--- src/rtl/keccak_arbiter.sv ---
// Two-requester front-end for one keccak core: whole-message round-robin
// grants, a one-cycle core reset before each message, word forwarding under
// core backpressure, digest capture and a watchdog for a core that hangs.
module keccak_arbiter #(
  parameter int TIMEOUT_CYCLES = 4095,
  parameter int CNT_W          = 12
) (
  input  logic         clk,
  input  logic         reset_n,
  input  logic         req0_valid,
  input  logic [31:0]  req0_data,
  input  logic         req0_last,
  input  logic [1:0]   req0_byte_num,
  output logic         req0_ready,
  input  logic         req1_valid,
  input  logic [31:0]  req1_data,
  input  logic         req1_last,
  input  logic [1:0]   req1_byte_num,
  output logic         req1_ready,
  output logic         core_reset,
  output logic [31:0]  core_in,
  output logic         core_in_ready,
  output logic         core_is_last,
  output logic [1:0]   core_byte_num,
  input  logic         core_buffer_full,
  input  logic [511:0] core_out,
  input  logic         core_out_ready,
  output logic [511:0] digest,
  output logic         digest_valid,
  output logic         digest_id,
  output logic         timeout_err,
  output logic         busy
);
  typedef enum logic [2:0] {IDLE, CLR, FEED, WAIT, DONE} state_t;

  // Watchdog fires on the edge where the count would reach TIMEOUT_CYCLES.
  localparam logic [CNT_W-1:0] WD_LAST = CNT_W'(TIMEOUT_CYCLES - 1);

  state_t             state, state_nxt;
  logic               rr, g, g_nxt, pick, hs, tmo;
  logic [CNT_W-1:0]   wdog;
  logic [1:0]         v, l, rdy;
  logic [1:0][31:0]   d;
  logic [1:0][1:0]    bn;

  // Requesters packed by id so the grant mux is a single index.
  assign v  = {req1_valid, req0_valid};
  assign l  = {req1_last, req0_last};
  assign d  = {req1_data, req0_data};
  assign bn = {req1_byte_num, req0_byte_num};
  assign req0_ready = rdy[0];
  assign req1_ready = rdy[1];
  assign busy = (state != IDLE);

  // A lone requester wins; on a tie the one not served last wins.
  assign pick = (v == 2'b11) ? ~rr : v[1];

  // A digest arriving on the expiry cycle takes priority over the abort.
  assign tmo = (state == WAIT) && !core_out_ready && (wdog == WD_LAST);

  // State register
  always_ff @(posedge clk or negedge reset_n) begin
    if (!reset_n) state <= IDLE;
    else          state <= state_nxt;
  end

  // Next state, grant choice and core-side muxing
  always_comb begin
    state_nxt     = state;
    g_nxt         = g;
    core_in       = '0;
    core_in_ready = 1'b0;
    core_is_last  = 1'b0;
    core_byte_num = '0;
    rdy           = '0;
    hs            = 1'b0;
    unique case (state)
      IDLE: if (|v) begin
        g_nxt     = pick;
        state_nxt = CLR;
      end
      CLR:  state_nxt = FEED;
      FEED: begin
        core_in       = d[g];
        core_is_last  = l[g];
        core_byte_num = bn[g];
        core_in_ready = v[g];
        rdy[g]        = !core_buffer_full;
        hs            = v[g] && !core_buffer_full;
        if (hs && l[g]) state_nxt = WAIT;
      end
      WAIT: begin
        if (core_out_ready) state_nxt = DONE;
        else if (tmo)       state_nxt = IDLE;
      end
      DONE:    state_nxt = IDLE;
      default: state_nxt = IDLE;
    endcase
  end

  // Grant owner and round-robin pointer (pointer moves when a message retires)
  always_ff @(posedge clk or negedge reset_n) begin
    if (!reset_n) begin
      g  <= 1'b0;
      rr <= 1'b1;
    end else begin
      g <= g_nxt;
      if (state == DONE || tmo) rr <= g;
    end
  end

  // Watchdog: cleared on the last word, counts only while waiting on the core
  always_ff @(posedge clk or negedge reset_n) begin
    if (!reset_n)                wdog <= '0;
    else if (hs && l[g])         wdog <= '0;
    else if (state == WAIT)      wdog <= wdog + CNT_W'(1);
  end

  // Core reset: held through reset, one cycle in CLR, one cycle after an abort
  always_ff @(posedge clk or negedge reset_n) begin
    if (!reset_n) core_reset <= 1'b1;
    else          core_reset <= (state_nxt == CLR) || tmo;
  end

  // Digest capture and the one-cycle status pulses
  always_ff @(posedge clk or negedge reset_n) begin
    if (!reset_n) begin
      digest       <= '0;
      digest_id    <= 1'b0;
      digest_valid <= 1'b0;
      timeout_err  <= 1'b0;
    end else begin
      digest_valid <= (state == WAIT) && core_out_ready;
      timeout_err  <= tmo;
      if (state == WAIT && core_out_ready) begin
        digest    <= core_out;
        digest_id <= g;
      end
    end
  end
endmodule

--- config.mk ---
export PLATFORM = sky130hd
export DESIGN_NAME = keccak_arbiter
export DESIGN_NICKNAME = d
export VERILOG_FILES = /design/src/rtl/keccak_arbiter.sv
export SDC_FILE = /design/constraint.sdc
export NUM_CORES = 1
export LEC_CHECK = 0
export ABC_AREA = 1
export BUFFER_PORTS_ARGS = -buffer_cell sky130_fd_sc_hd__buf_2
export CELL_PAD_IN_SITES_DETAIL_PLACEMENT = 1
export CELL_PAD_IN_SITES_GLOBAL_PLACEMENT = 1
export CORE_AREA = 2 2 452 454
export CTS_BUF_LIST = sky130_fd_sc_hd__clkbuf_8 sky130_fd_sc_hd__clkbuf_16
export DETAILED_ROUTE_END_ITERATION = 7
export DIE_AREA = 0 0 454 456
export GPL_ROUTABILITY_DRIVEN = 0
export PLACE_DENSITY = 0.32
export SLEW_MARGIN = 20
export SYNTH_ARGS = -nofsm -noshare
export SYNTH_HDL_FRONTEND = slang
export SYNTH_SLANG_ARGS = --single-unit
--- constraint.sdc ---
create_clock -name clk -period 1.6 [get_ports clk]
set_input_delay 0.32 -clock clk [delete_from_list [all_inputs] [get_ports clk]]
set_output_delay 0.32 -clock clk [all_outputs]
set_load 0.02 [all_outputs]
==> impl_metrics.py <==
metrics = {
    "die": {
        "core_um2": 202000,
        "initial_utilization_pct": 10.3,
        "rows": 165,
        "dieArea_um2": 207000,
        "die_h_um": 456,
        "ios": 1143,
        "die-width_um": 454,
    },
    "clock_tree": {
        "cts_tree": "yes",
        "insertion_delay_ns": 0.70,
        "clk_root_buffer_cell": "clkbuf_16",
        "cts.path.max_buffers": 3,
        "clk_pin_slew_ns": 0.05,
        "h-tree-depth": 3,
        "clock_sinks": 533,
        "cts_buffers": 78,
    },
    "power": {
        "pwr-share-clk_pct": 23.2,
        "p_switching_mw": 31.8,
        "power.internal_mw": 44.5,
        "power_switching_share_pct": 41.7,
        "power_leakage_nw": 18.2,
        "pwr-share-seq_pct": 31.6,
        "power_density_nw_per_um2": 1930,
        "ir_drop_uv": 791,
        "p_comb_share_pct": 45.2,
    },
    "grt": {
        "grt_max_degree": 86,
        "grt_pass1_wl_mm": 163,
        "grt_use_total_pct": 11.1,
        "antenna_found_initial": 24,
        "overflow": 0,
        "grt_pass1_vias": 20500,
    },
    "sta": {
        "clock-skew-final_ns": 0.0308,
        "drv_slew": 0,
        "max-slew-margin-rel_pct": 60.0,
        "period_share_pct": 140,
        "fmax_mhz": 447,
        "min_period_ns": 2.24,
        "worst_pin_slew_ns": 0.601,
        "final.setup.worst_slack_ns": -0.639,
        "hold_ws_ns": 0.128,
        "hold_viol_final": 0,
        "setup_viol": 598,
        "grt_setup_unrepaired": "true",
    },
    "synthesis": {
        "synth_flop_cell": "dfrtp_1",
        "synth_seq_cells": 533,
        "yosys.area.top_type_share_pct": 64.0,
        "synth_top_family_by_area": "multiplexers",
        "synth-simple-area-share_pct": 3.08,
        "synth_edf_count": 0,
        "yosys-top-cells-count": "dfrtp_1, mux2_1, mux2_2",
        "synth_warnings": 0,
        "synth_fa_ha_area_share_pct": 0.120,
        "syn_nets": 1941,
        "synth.area.top_cells": "dfrtp_1, mux2_1, mux2_2, nand2_1, buf_6",
        "yosysSeqAreaShare_pct": 64.2,
        "synth_compound_area_share_pct": 1.22,
        "yosysUniqueCellTypes": 24,
        "yosysMostFrequentCell": "dfrtp_1",
        "netlist_instances": 1351,
        "synth_xor_area_share_pct": 0,
        "async_reset_ff_share_pct": 100,
        "avgSynthCellArea_um2": 15.4,
        "syn_area_um2": 20800,
        "synth_area_leader_cell": "dfrtp_1",
        "synthMuxAreaShare_pct": 27.7,
    },
    "setup_path": {
        "worst_setup_path_end_kind": "output pin",
        "cp_slowest_cell": "dfrtp_1",
        "worst-setup-path-type": "reg -> out",
        "cp_top_family": "buffers and inverters",
        "critical_path_arrival_ns": 1.92,
        "cp-start-kind": "register",
        "max_stage_delay_ns": 0.39,
        "worst-path-buf-inv": 5,
        "reg2reg_slack_ns": -0.32,
        "cp_max_fo": 8,
        "path_cells": "inv_2 > buf_6 > nand3_4 > buf_12 > buf_12 > a21oi_4 > buf_6",
        "required_ns": 1.28,
    },
    "placement": {
        "port-buffer-count": 1142,
        "dp_hpwl_mm": 92.3,
        "pre_cts_ws_ns": -0.347,
    },
    "routing": {
        "dr_total_vias": 18300,
        "drt_wl_total_mm": 119,
        "viasPerCell": 3.09,
        "drtAntennaViolNets": 0,
        "drc": 0,
        "route.detailed.wl_per_inst_um": 20.1,
        "drt_iter0_drc": 629,
        "drtPass1Iterations": 5,
    },
    "min_path": {
        "hold_class": "in -> async",
    },
    "cells_and_area": {
        "fillers": 23100,
        "multiInputGateArea_um2": 7050,
        "seq_area_um2": 13300,
        "nets": 3745,
        "area_growth_pct": 90.6,
        "drive_gt1_share_pct": 51.9,
    },
    "status": {
        "violations": "negative setup slack",
        "status": "finished with violations",
    },
    "flow_run": {
        "drv_cap": 0,
    },
}
## layer usage
metal	wire length, um	global-route usage [%]	vias up
met5	24	0	-
met4	4670	4.63	4
met3	7720	2.96	174
met2	62100	20.0	662
met1	44400	12.2	9065
li1	-	-	8362
## final timing paths
check,to,from,cells after the start
hold / removal,digest[119],reset_n,2
hold reg to reg,digest[312],digest[312],1
min in group clk,state[0],req1_valid,5
max in group asynchronous,digest[452],reset_n,3
setup / recovery,core_in[5],state[2],7
setup reg to reg,digest[205],state[2],7
## power groups by stage
| stage | sequential, mW | clock, mW | combinational, mW |
|---|---|---|---|
| after detailed placement | 24.4 | 0 | 31.5 |
| final | 24.1 | 17.7 | 34.5 |
| after global routing | 25.1 | 19.2 | 36.6 |
| after global placement | 24.3 | 0 | 31.5 |
| after CTS | 24.2 | 18.7 | 34.3 |
| after floorplan | 31.8 | 0 | 8.88 |
## through the flow
step	util (%)	instance area, um^2	instances	total power [mW]	TNS [ns]
global route	19.6	39600	5899	80.9	-246.14
finish	19.6	39600	5907	76.3	-153.05
detailed placement	15.1	30400	5185	55.9	-150.34
global placement	15.1	30400	5185	55.7	-147.84
floorplan	-	20900	1351	40.6	-1.12
CTS	19.3	39000	5866	77.3	-229.36
## area by class of cell
cell class                 count  area share, %
sequential                   533           33.7
timing repair buffer        1795           33.1
multi-input combinational    724           17.8
tap                         2672           8.44
clock buffer                  97           5.62
clock inverter                46          0.967
inverter                      23          0.250
antenna                       17          0.107
## registers in the layout, summed over array words and instances (netlist names)
register and cells:
digest_valid 1, digest 512, timeout_err 1, core_reset 1
state 3, wdog 12, rr 1, digest_id 1
g 1
## cells in the final DEF, fill, tap and decap left out, types with 2 or more instances in the layout
| cell type | instances |
|---|---|
| buf_12 | 31 |
| clkbuf_16 | 86 |
| inv_16 | 2 |
| clkbuf_8 | 18 |
| bufbuf_16 | 6 |
| mux2_2 | 210 |
| clkinv_4 | 2 |
| diode_2 | 17 |
| a21oi_2 | 13 |
| buf_2 | 1102 |
| dlygate4sd3_1 | 516 |
| nand4_1 | 3 |
| bufinv_16 | 3 |
| a21oi_1 | 7 |
| buf_6 | 45 |
| dfstp_2 | 2 |
| nor2_1 | 19 |
| nand3_1 | 17 |
| nand2_4 | 3 |
| nand2_2 | 2 |
| dfrtp_1 | 531 |
| nor2_4 | 2 |
| a21oi_4 | 22 |
| clkinv_2 | 21 |
| ha_1 | 2 |
| buf_16 | 14 |
| o21ai_0 | 7 |
| clkinv_8 | 2 |
| inv_6 | 4 |
| nor3_1 | 4 |
| inv_1 | 31 |
| nand2_1 | 106 |
| buf_4 | 73 |
| mux2_1 | 302 |
## worst reg2reg max path, cell delays in order, from the launching register on
cell and delay (ns):
dfrtp_1 0.39, inv_2 0.07, nand3_1 0.15, nor2_4 0.17, buf_12 0.17, buf_16 0.18, bufbuf_16 0.35, mux2_1 0.34
## logic make-up after synthesis
logic type,after synthesis
flops,533
mux,512
simple gates,160
buf+inv,94
compound gates,50
fa+ha+maj,2
## what timing repair did
| action | 4_1_cts | 5_1_grt |
|---|---|---|
| gates cloned | 10 | 11 |
| buffers inserted | 12 | 14 |
| setup endpoints to repair | 1073 | 1082 |
| pin swaps | 3 | 4 |
| hold buffers | 516 | 0 |
| resized for setup | 101 | 47 |
| hold endpoints to repair | 1006 | 0 |
Note: power is estimated with default switching activity, not from simulation.
